<file path="src/rtl/bra_pre_sel_upd.sv">
`default_nettype none
// ============================================================================
// Module      : bra_pre_sel_upd
// Description : Branch-predictor selector update engine. Resolved-branch
//               outcomes are filtered and queued, then applied to the
//               selection table as read-modify-write saturating-counter
//               updates on a single shared table port. Fetch lookups own the
//               port whenever they are active; updates stall around them.
// Revision    : 1.0 - initial release
// ============================================================================
module bra_pre_sel_upd #(
    parameter int DATA_W = 2,
    parameter int ADDR_W = 10,
    parameter int QDEPTH = 4
) (
    input  logic              clk,
    input  logic              reset,
    input  logic              pred_req,
    input  logic [ADDR_W-1:0] pred_addr,
    output logic              pred_use_global,
    input  logic              upd_valid,
    output logic              upd_ready,
    input  logic [ADDR_W-1:0] upd_addr,
    input  logic              upd_gl_ok,
    input  logic              upd_lc_ok,
    output logic [ADDR_W-1:0] tab_addr,
    input  logic [DATA_W-1:0] tab_rd_data,
    output logic              tab_wr_en,
    output logic [DATA_W-1:0] tab_wr_data,
    output logic              busy,
    output logic [15:0]       wr_cnt
);

    localparam int PTR_W = (QDEPTH > 1) ? $clog2(QDEPTH) : 1;
    localparam int CNT_W = $clog2(QDEPTH + 1);

    typedef enum logic [1:0] {
        ST_IDLE = 2'd0,
        ST_RD   = 2'd1,
        ST_WR   = 2'd2
    } state_t;

    state_t            r_state;
    logic [ADDR_W-1:0] r_q_addr [QDEPTH];
    logic              r_q_dir  [QDEPTH];
    logic [PTR_W-1:0]  r_wr_ptr;
    logic [PTR_W-1:0]  r_rd_ptr;
    logic [CNT_W-1:0]  r_count;
    logic [CNT_W-1:0]  w_count_next;
    logic [ADDR_W-1:0] r_lat_addr;
    logic [DATA_W-1:0] r_lat_data;
    logic              r_lat_dir;
    logic [DATA_W-1:0] w_new_val;
    logic              w_push;
    logic              w_pop;

    // Updates where both predictors agree carry no selection information:
    // they complete the handshake but never enter the queue.
    assign upd_ready = (r_count < CNT_W'(QDEPTH));
    assign w_push    = upd_valid && upd_ready && !reset && (upd_gl_ok != upd_lc_ok);
    assign w_pop     = (r_state == ST_RD) && !pred_req && !reset && (r_count != '0);

    // Queue occupancy after this cycle's push/pop
    always_comb begin
        w_count_next = r_count;
        if (w_push && !w_pop) begin
            w_count_next = r_count + CNT_W'(1);
        end else if (!w_push && w_pop) begin
            w_count_next = r_count - CNT_W'(1);
        end
    end

    // Queue pointers and occupancy
    always_ff @(posedge clk) begin
        if (reset) begin
            r_wr_ptr <= '0;
            r_rd_ptr <= '0;
            r_count  <= '0;
        end else begin
            if (w_push) begin
                r_wr_ptr <= (r_wr_ptr == PTR_W'(QDEPTH - 1)) ? '0 : r_wr_ptr + PTR_W'(1);
            end
            if (w_pop) begin
                r_rd_ptr <= (r_rd_ptr == PTR_W'(QDEPTH - 1)) ? '0 : r_rd_ptr + PTR_W'(1);
            end
            r_count <= w_count_next;
        end
    end

    // Queue storage; dir=1 means the global predictor won (increment)
    always_ff @(posedge clk) begin
        if (w_push) begin
            r_q_addr[r_wr_ptr] <= upd_addr;
            r_q_dir[r_wr_ptr]  <= upd_gl_ok;
        end
    end

    // RMW sequencer: read the head entry in RD, write it back in WR
    always_ff @(posedge clk) begin
        if (reset) begin
            r_state    <= ST_IDLE;
            r_lat_addr <= '0;
            r_lat_data <= '0;
            r_lat_dir  <= 1'b0;
            wr_cnt     <= '0;
        end else begin
            case (r_state)
                ST_IDLE: begin
                    if (r_count != '0) begin
                        r_state <= ST_RD;
                    end
                end
                ST_RD: begin
                    if (w_pop) begin
                        r_lat_addr <= r_q_addr[r_rd_ptr];
                        r_lat_data <= tab_rd_data;
                        r_lat_dir  <= r_q_dir[r_rd_ptr];
                        r_state    <= ST_WR;
                    end
                end
                ST_WR: begin
                    if (!pred_req) begin
                        if (wr_cnt != 16'hFFFF) begin
                            wr_cnt <= wr_cnt + 16'd1;
                        end
                        r_state <= (w_count_next != '0) ? ST_RD : ST_IDLE;
                    end
                end
                default: r_state <= ST_IDLE;
            endcase
        end
    end

    // Saturating counter step; a saturated counter is rewritten unchanged
    always_comb begin
        w_new_val = r_lat_data;
        if (r_lat_dir) begin
            if (r_lat_data != {DATA_W{1'b1}}) begin
                w_new_val = r_lat_data + DATA_W'(1);
            end
        end else begin
            if (r_lat_data != '0) begin
                w_new_val = r_lat_data - DATA_W'(1);
            end
        end
    end

    // Table port arbitration: fetch lookups always win the address
    always_comb begin
        tab_addr = pred_addr;
        if (!pred_req) begin
            case (r_state)
                ST_RD:   tab_addr = r_q_addr[r_rd_ptr];
                ST_WR:   tab_addr = r_lat_addr;
                default: tab_addr = pred_addr;
            endcase
        end
    end

    assign tab_wr_en       = (r_state == ST_WR) && !pred_req && !reset;
    assign tab_wr_data     = tab_wr_en ? w_new_val : '0;
    assign busy            = (r_count != '0) || (r_state != ST_IDLE);
    assign pred_use_global = tab_rd_data[DATA_W-1];

endmodule
`default_nettype wire
</file>
<file path="config.mk">
export PLATFORM = sky130hd
export DESIGN_NAME = bra_pre_sel_upd
export DESIGN_NICKNAME = d
export VERILOG_FILES = /design/src/rtl/bra_pre_sel_upd.sv
export SDC_FILE = /design/constraint.sdc
export NUM_CORES = 1
export LEC_CHECK = 0
export BUFFER_PORTS_ARGS = -buffer_cell sky130_fd_sc_hd__buf_2
export CORE_MARGIN = 4
export CORE_UTILIZATION = 30
export CTS_BUF_LIST = sky130_fd_sc_hd__clkbuf_16
export DETAILED_ROUTE_END_ITERATION = 16
export GPL_TIMING_DRIVEN = 1
export SETUP_SLACK_MARGIN = 0.4
export SLEW_MARGIN = 20
export SYNTH_ARGS = -nofsm -noshare
export SYNTH_HDL_FRONTEND = slang
export SYNTH_SLANG_ARGS = --single-unit
</file>
<file path="constraint.sdc">
create_clock -name clk -period 5.1 [get_ports clk]
set_input_delay 1.02 -clock clk [delete_from_list [all_inputs] [get_ports clk]]
set_output_delay 1.02 -clock clk [all_outputs]
set_load 0.01 [all_outputs]
</file>
==> results of run 1 <==
[cells in the mapped netlist]
library cell,number
clkbuf_1,12
buf_2,4
a311oi_1,2
nor4_1,1
mux2i_1,2
nor3_1,3
maj3_1,1
o31a_1,2
nand4_1,5
and2_1,7
or2_2,1
a21o_1,1
o21ai_0,14
inv_1,11
nand3b_1,2
nand2b_1,3
xnor2_1,8
dfxtp_1,40
xor2_1,7
nor2b_1,4
a2bb2oi_1,1
edfxtp_1,44
nor2_1,22
a21oi_1,22
o211ai_1,1
o32ai_2,1
ha_1,14
and4_1,4
nand2_1,49
nand4b_1,3
buf_4,1
or3_1,1
or4b_1,1
mux4_2,11
and4b_1,1
nand3_1,6
buf_1,1
nor4b_4,1
mux2_2,2
and3_1,2
nor3b_2,1
a32oi_1,1
a211oi_1,4
a22oi_1,10
[registers in the layout (all words and copies together) (netlist names), named ones only]
name	cells
r_count	3
r_lat_addr	10
r_lat_data	2
r_lat_dir	1
r_q_addr	40
r_q_dir	4
r_rd_ptr	2
r_state	2
r_wr_ptr	2
wr_cnt	16
[power by group]
part / switching (mW) / internal, mW
clock network: 0.251 / 0.422
registers: 0.00355 / 0.717
logic: 0.0421 / 0.0288
[critical path, cell delays in order, from the launching register on]
cell	delay (ps)
dfxtp_1	770
mux4_2	640
a22oi_1	180
o21ai_0	140
buf_2	190
[per-stage QoR]
step | area (um^2) | total power, mW
after floorplan | 3810 | 0.777
after global placement | 4240 | 0.804
after detailed placement | 4240 | 0.806
after CTS | 4550 | 1.48
after global routing | 4550 | 1.52
final | 4550 | 1.46
[final timing paths]
kind	start	endpoint	slack, ps
worst min register to register	r_lat_addr[0]$_SDFFE_PP0P_	r_lat_addr[0]$_SDFFE_PP0P_	460
worst max-delay path	flop	tab_addr[8]	1830
worst min-delay path	r_lat_addr[0]$_SDFFE_PP0P_	r_lat_addr[0]$_SDFFE_PP0P_	460
worst max register to register	r_state[1]$_SDFFE_PP0P_	r_state[0]$_SDFFE_PP0P_	2460
[routing by layer]
metal / wire length, um / global-route usage [%] / vias up
met3: 445 / 4.02 / 4
met5: 7 / 0 / -
met4: 31 / 2.97 / 2
li1: - / - / 1312
met1: 3560 / 14.3 / 1271
met2: 3950 / 18.9 / 67
[layout make-up]
type                    count  share of cell area (%)
repair buffers             59                    6.49
clock buffers               9                    4.95
flip-flops and latches     84                    46.6
inverters                  11                   0.907
well taps                 168                    4.62
clock inverters             6                    1.81
multi-input cells         221                    34.6
[cells by family after synthesis]
group,count (synthesis)
and+or+nand+nor,117
DFF,84
AOI/OAI and AO/OA,59
buffers and inverters,29
xor gates and xnor gates,15
muxes,15
adders and majority gates,15
==> impl_metrics.yaml, run 1 <==
route:
  wirelength_um: 8000
  antenna_left: 0
  via_per_inst: 4.76
  via_count: 2656
  firstDrtPassIters: 5
  drtIter0Drc: 169
  post_drt_wl_per_cell_um: 14.3
  drcViolationCount: 0
clock_tree:
  cts_resized: 0
  clk_pin_slew_worst_paths_ps: 60
  htreeDepth: 3
  clk_latency_ps: 330
  cts_hold_buf: 0
  clock-sinks: 84
  cts_tree: "yes"
  cts_made_buffers: 9
  clockBufferDepth: 2
  post_cts_buffers: 0
  root_buffer: "clkbuf_16"
synth:
  synth_compound_area_share_pct: 9.69
  synthSimpleGateAreaFrac_pct: 15.6
  ys_seq_area_share_pct: 55.7
  muxShareOfSynthArea_pct: 7.62
  synth.net_count: 376
  synth_top_family_by_area: "simple AND/OR/NAND/NOR gates"
  yosysTopAreaCellShare_pct: 34.7
  synthCells: 334
  synth_area_leaders: "edfxtp_1, dfxtp_1, mux4_2"
  synth_cell_types: 44
  synth.cell_area_um2: 3810
  synth_fa_ha_area_share_pct: 4.86
  synth-seq-cells: 84
  synth_xor_area_share_pct: 3.45
  postSynthAreaPerCell_um2: 11.4
  yosys.area.top_type: "edfxtp_1"
  yosysWarnings: 0
die:
  die_w_um: 121
  design.die.area_um2: 14600
  start_util_pct: 31.2
  die_height_um: 121
  pin_count: 60
  row_count: 40
  coreArea_um2: 12200
pwr:
  power_density_nw_per_um2: 322
  p_leak_nw: 1.65
  ir_drop_mv: 0.176
global_route:
  gr-total-overflow: 0
  grt_usage_pct: 11.5
  grt_max_degree: 47
  antenna_found_initial: 1
  grt_pass1_vias: 2494
  grt_pass1_wl_um: 13000
timing:
  period_needed_ps: 3270
  rsz0062_at_grt: "false"
  drv_slew: 0
  worstMarginPinSlew_ps: 884
  finalCritPeriodShare_pct: 64.1
  worst_slack_ps: 1830
  finalHoldViolCount: 0
  setup-violations-final: 0
  fmax_mhz: 306
  skew_ps: 4.81
  hold_slack_ps: 457
  relSlewSlack_pct: 41.1
  finalSetupTns_ps: 0
placement:
  pre_cts_ws_ps: 1890
  io_buffers: 59
  gp_congestion: 0.801
  hpwl_um: 5490
  placedCellCount: 543
cells_and_area:
  area_growth_pct: 19.5
  nFillCells: 1216
  final_layout_size_suffix_gt1_share_pct: 22.8
  insertedDiodeCount: 0
  multiInputGateArea_um2: 1580
  area.sequential_um2: 2120
  final_cells: 558
  final_nets: 428
  most-common-layout-cells: "buf_2, nand2_1, edfxtp_1, dfxtp_1"
  utilization_pct: 37.3
  layout_commonest_cell: "buf_2"
status:
  outcome: "completed"
min_path:
  hp-class: "reg2reg"
  hold_depth: 2
worst_setup_path:
  rr_worst_depth: 6
  start_kind: "flop"
  cp_max_fo: 10
  required_ps: 4080
  endpoint_kind: "primary output"
  path_class: "reg2out"
  crit_arrival_ps: 2250
flow_run:
  maxCapViolations: 0
Power figures use the tool's default switching activity.
==> run 2: changes to the inputs <==
--- a/config.mk
+++ b/config.mk
@@ -5,6 +5,7 @@
 export SDC_FILE = /design/constraint.sdc
 export NUM_CORES = 1
 export LEC_CHECK = 0
+export ABC_AREA = 1
 export BUFFER_PORTS_ARGS = -buffer_cell sky130_fd_sc_hd__buf_2
 export CORE_MARGIN = 4
 export CORE_UTILIZATION = 30
==> constraint.sdc (replaced) <==
create_clock -name clk -period 3.11 [get_ports clk]
set_input_delay 0.622 -clock clk [delete_from_list [all_inputs] [get_ports clk]]
set_output_delay 0.622 -clock clk [all_outputs]
set_load 0.01 [all_outputs]
==> impl_metrics.yaml, run 2 <==
status:
  outcome: "completed"
timing:
  finalCritPeriodShare_pct: 85.0
  setup-violations-final: 0
  finalHoldViolCount: 0
  skew_ps: 7.97
  fmax_mhz: 378
  relSlewSlack_pct: 56.8
  finalSetupTns_ps: 0
  worst_slack_ps: 466
  hold_slack_ps: 489
  rsz0062_at_grt: "true"
  drv_slew: 0
  period_needed_ps: 2640
  worstMarginPinSlew_ps: 648
global_route:
  grt_usage_pct: 12.5
  grt_pass1_wl_um: 15800
  use_met1_pct: 15.0
  antenna_found_initial: 0
  busiest_layer: "met2"
  grt_max_degree: 28
  gr-total-overflow: 0
  grt_pass1_vias: 3186
  groute.layer.met3.usage_pct: 3.56
  met2_usage_pct: 21.6
synth:
  postSynthAreaPerCell_um2: 8.72
  synth_top_family_by_area: "simple AND/OR/NAND/NOR gates"
  async_flop_share_pct: 0
  synth_area_leaders: "edfxtp_1, dfxtp_1, nand2_1"
  synth.net_count: 511
  yosysWarnings: 0
  synth_compound_area_share_pct: 8.72
  synth_common_cells: "nand2_1, inv_1, nand3_1"
  synth-seq-cells: 84
  synth_xor_area_share_pct: 1.50
  synthSimpleGateAreaFrac_pct: 25.9
  synthCells: 469
  ys_dominant_reg_cell: "edfxtp_1"
  synth_edf_count: 44
  synth_most_common_cell: "nand2_1"
  synth_cell_types: 40
  yosysTopAreaCellShare_pct: 32.3
  ys_seq_area_share_pct: 51.9
  synth_fa_ha_area_share_pct: 4.28
  synth.cell_area_um2: 4090
  muxShareOfSynthArea_pct: 0.245
  yosys.area.top_type: "edfxtp_1"
clock_tree:
  clock-sinks: 84
  clk_latency_ps: 330
  htreeDepth: 3
  root_buffer: "clkbuf_16"
  clk_pin_slew_worst_paths_ps: 70
  post_cts_buffers: 0
  cts_made_buffers: 9
  cts_tree: "yes"
  clockBufferDepth: 2
cells_and_area:
  final_cells: 708
  top_regs: "r_q_addr x40, wr_cnt x16, r_lat_addr x10"
  largest-register: "r_q_addr"
  fin_area_um2: 4840
  most-common-layout-cells: "nand2_1, buf_2, inv_1, nand3_1, edfxtp_1"
  area_growth_pct: 18.4
  insertedDiodeCount: 0
  layout_commonest_cell: "nand2_1"
  nFillCells: 1362
  utilization_pct: 36.4
  largest_reg_flops: 40
  final_layout_size_suffix_gt1_share_pct: 19.4
  final_nets: 569
worst_setup_path:
  cp_max_fo: 20
  path_delay_family: "buffers and inverters"
  path_class: "reg2out"
  start_kind: "flop"
  crit_slowest_cell: "dfxtp_1"
  endpoint_kind: "primary output"
  required_ps: 2490
  path_buf_inv: 4
  slowest_delay_ps: 410
  path_cells: "inv_1, ha_1, inv_1, nor2_1, buf_4, nor2_1, a31oi_1, buf_2"
  crit_arrival_ps: 2020
die:
  die_height_um: 125
  start_util_pct: 30.8
  pin_count: 60
  coreArea_um2: 13300
  row_count: 42
  design.die.area_um2: 15600
  die_w_um: 125
flow_run:
  maxCapViolations: 0
route:
  drcViolationCount: 0
  wirelength_um: 9660
  post_drt_wl_per_cell_um: 13.6
  via_count: 3322
  drtIter0Drc: 238
  antenna_left: 0
  firstDrtPassIters: 4
  via_per_inst: 4.69
placement:
  pre_cts_ws_ps: 663
  gp_congestion: 0.886
  io_buffers: 59
  hpwl_um: 7000
  place_area_um2: 4550
  placedCellCount: 692
pwr:
  p_leak_nw: 1.96
  ir_drop_mv: 0.306
  power.total_mw: 2.80
  power_density_nw_per_um2: 579
min_path:
  hp-class: "reg2reg"
==> run 2: cell count changes after synthesis, sizes merged, moves of 11 or more <==
cell	delta
nor2	+21
mux4	-11
nand3	+42
inv	+39
nand2	+77
==> run 2: layout make-up <==
cell class | count | area, um^2 | area share, %
Multi-Input combinational cell | 315 | 1680 | 34.6
Clock inverter | 7 | 56.3 | 1.16
Timing Repair Buffer | 66 | 348 | 7.18
Sequential cell | 84 | 2120 | 43.8
Inverter | 51 | 196 | 4.05
Tap cell | 176 | 220 | 4.55
Clock buffer | 9 | 225 | 4.65
==> run 2: worst min-delay path: cells and delay by family (launching register included) <==
family	cells	cell delay, ps
AO/OA/AOI/OAI	1	70
buffers and inverters	1	70
flip-flops	1	310
==> run 2: final timing paths <==
kind	slack, ps	endpoint	start	depth (start not counted)
worst min register to register	490	r_lat_data[0]$_SDFFE_PP0P_	r_lat_data[0]$_SDFFE_PP0P_	2
worst min-delay path	490	r_lat_data[0]$_SDFFE_PP0P_	r_lat_data[0]$_SDFFE_PP0P_	2
worst max-delay path	470	tab_addr[7]	r_state[0]$_SDFFE_PP0P_	8
worst max register to register	760	r_state[0]$_SDFFE_PP0P_	r_state[1]$_SDFFE_PP0P_	13
==> run 2: kinds of logic (layout without fill, tap and decap cells) <==
kind of cell,count (synthesis),in the layout
and+or+nand+nor,232,232
DFF,84,84
buffers and inverters,70,133
AOI/OAI and AO/OA,61,61
adders and majority gates,14,14
xor gates and xnor gates,7,7
muxes,1,1
==> run 2: layer usage <==
| layer | vias to the layer above | routed length, um |
|---|---|---|
| met4 | 0 | 107 |
| met2 | 72 | 4780 |
| met1 | 1568 | 4300 |
| met5 | - | 0 |
| met3 | 7 | 472 |
| li1 | 1675 | - |
==> run 2: power by group <==
part	switching [mW]	internal (mW)
Sequential	0.0311	1.20
Combinational	0.366	0.198
Clock	0.460	0.551
==> run 2: repair_timing <==
action,4_1_cts,5_1_grt
resized for setup,0,2
hold buffers,0,0
hold endpoints to repair,0,0
endpoints found under the setup margin,0,2
==> run 3: changes to the inputs <==
--- a/config.mk
+++ b/config.mk
@@ -12,6 +12,7 @@
 export CTS_BUF_LIST = sky130_fd_sc_hd__clkbuf_16
 export DETAILED_ROUTE_END_ITERATION = 16
 export GPL_TIMING_DRIVEN = 1
+export PLACE_DENSITY = 0.52
 export SETUP_SLACK_MARGIN = 0.4
 export SLEW_MARGIN = 20
 export SYNTH_ARGS = -nofsm -noshare
==> constraint.sdc (replaced) <==
create_clock -name clk -period 2.2 [get_ports clk]
set_input_delay 0.44 -clock clk [delete_from_list [all_inputs] [get_ports clk]]
set_output_delay 0.44 -clock clk [all_outputs]
set_load 0.01 [all_outputs]
==> impl_metrics.yaml, run 3 (synthesis results as in run 2) <==
cells_and_area:
  largest_reg_flops: 40
  final_layout_size_suffix_gt1_share_pct: 30.3
  area_growth_pct: 33.9
  largest-register: "r_q_addr"
  most-common-layout-cells: "nand2_1, buf_2, nand3_1, edfxtp_1, inv_1"
  insertedDiodeCount: 0
  layout_commonest_cell: "nand2_1"
  fin_area_um2: 5480
  nFillCells: 1305
  final_cells: 740
  final_nets: 601
  top_regs: "r_q_addr x40, wr_cnt x16, r_lat_addr x10"
route:
  antenna_left: 0
  drtIter0Drc: 208
  via_per_inst: 4.70
  via_count: 3479
  post_drt_wl_per_cell_um: 14.9
  drcViolationCount: 0
  wirelength_um: 11000
  firstDrtPassIters: 4
die:
  row_count: 42
  die_w_um: 125
  start_util_pct: 30.8
  coreArea_um2: 13300
  die_height_um: 125
  pin_count: 60
  design.die.area_um2: 15600
worst_setup_path:
  cp_max_fo: 7
  crit_arrival_ps: 2360
  cpMostUsedCell: "buf_6"
  slowest_delay_ps: 360
  crit_slowest_cell: "dfxtp_4"
  endpoint_kind: "flop"
  path_cells: "buf_6, buf_6, ha_4, buf_6, buf_6, buf_6, buf_6, nand3_4, nor2_8, buf_6, nand3b_1, nand2_1, nor2_2, nand3_1, nand2_1, nand2_1, nand2_1, a21oi_2"
  path_class: "reg2reg"
  path_delay_family: "buffers and inverters"
  start_kind: "flop"
  required_ps: 2420
  path_buf_inv: 7
placement:
  pre_cts_ws_ps: 156
  io_buffers: 59
  hpwl_um: 7160
  gp_congestion: 0.870
  placedCellCount: 701
  place_area_um2: 4630
global_route:
  gr-total-overflow: 0
  grt_pass1_vias: 3440
  grt_pass1_wl_um: 17300
  antenna_found_initial: 0
  grt_max_degree: 25
  grt_usage_pct: 13.8
timing:
  setup-violations-final: 0
  worst_slack_ps: 66.5
  skew_ps: 7.31
  rsz0062_at_grt: "true"
  fmax_mhz: 469
  finalCritPeriodShare_pct: 97.0
  relSlewSlack_pct: 68.4
  finalHoldViolCount: 0
  worstMarginPinSlew_ps: 474
  drv_slew: 0
  hold_slack_ps: 312
  period_needed_ps: 2130
clock_tree:
  clk_latency_ps: 340
  clk_pin_slew_worst_paths_ps: 70
  root_buffer: "clkbuf_16"
  clockBufferDepth: 2
  cts_made_buffers: 9
  cts_hold_buf: 0
  clock-sinks: 84
  cts_tree: "yes"
  htreeDepth: 3
pwr:
  power.total_mw: 4.84
  power_density_nw_per_um2: 883
  ir_drop_mv: 0.434
  p_leak_nw: 2.20
flow_run:
  maxCapViolations: 0
status:
  outcome: "completed"
min_path:
  hp-class: "in2reg"
## run 3: cell count changes in the layout (fill, tap and decap cells not counted), moves of 4 or more
cell	before	now
a21oi_1	21	16
a21oi_2	1	5
a31oi_1	10	4
a31oi_4	0	6
buf_4	7	22
buf_6	0	14
inv_1	45	40
nand2_1	123	119
nor2_1	40	35
nor2_2	1	5
o21ai_0	15	11
## run 3: final timing paths
path         slack (ps)  cells past startpoint                         end                        from
max                  70                     18     r_state[0]$_SDFFE_PP0P_     r_state[0]$_SDFFE_PP0P_
min                 310                      1    r_q_addr[1][4]$_DFFE_PP_                 upd_addr[4]
max reg2reg          70                     18     r_state[0]$_SDFFE_PP0P_     r_state[0]$_SDFFE_PP0P_
min reg2reg         480                      2  r_lat_data[1]$_SDFFE_PP0P_  r_lat_data[1]$_SDFFE_PP0P_
## run 3: metal layers
metal,part of all wire (%),wire length [um],track usage [%]
met5,0,0,0
met4,1.5,170,4.38
met3,5.2,573,3.22
met2,52,5660,24.5
met1,42,4590,16.5
## run 3: timing repair
item                       CTS  global route
setup endpoints to repair   15            35
resized for setup           39            37
setup buffers               11             8
pin swaps                   12            15
cloned                       2             2
## run 3: cell type report
| type | instances | area [um^2] | share of cell area, % |
|---|---|---|---|
| clock buffers | 9 | 225 | 4.11 |
| clock inverters | 7 | 90.1 | 1.64 |
| inverters | 51 | 210 | 3.84 |
| multi-input cells | 315 | 1860 | 34.0 |
| flip-flops and latches | 84 | 2130 | 38.9 |
| well taps | 176 | 220 | 4.02 |
| repair buffers | 98 | 743 | 13.6 |
## run 3: metrics by stage
step                TNS (ps)  util (%)
finish                     0      41.2
global route           -22.1      41.2
CTS                        0      39.6
detailed placement         0      34.8
global placement           0      34.8
floorplan                  0         -
## run 3: report_power, final
part	switching (mW)	internal [mW]
combinational	0.781	0.711
sequential	0.0356	1.70
clock	0.698	0.913
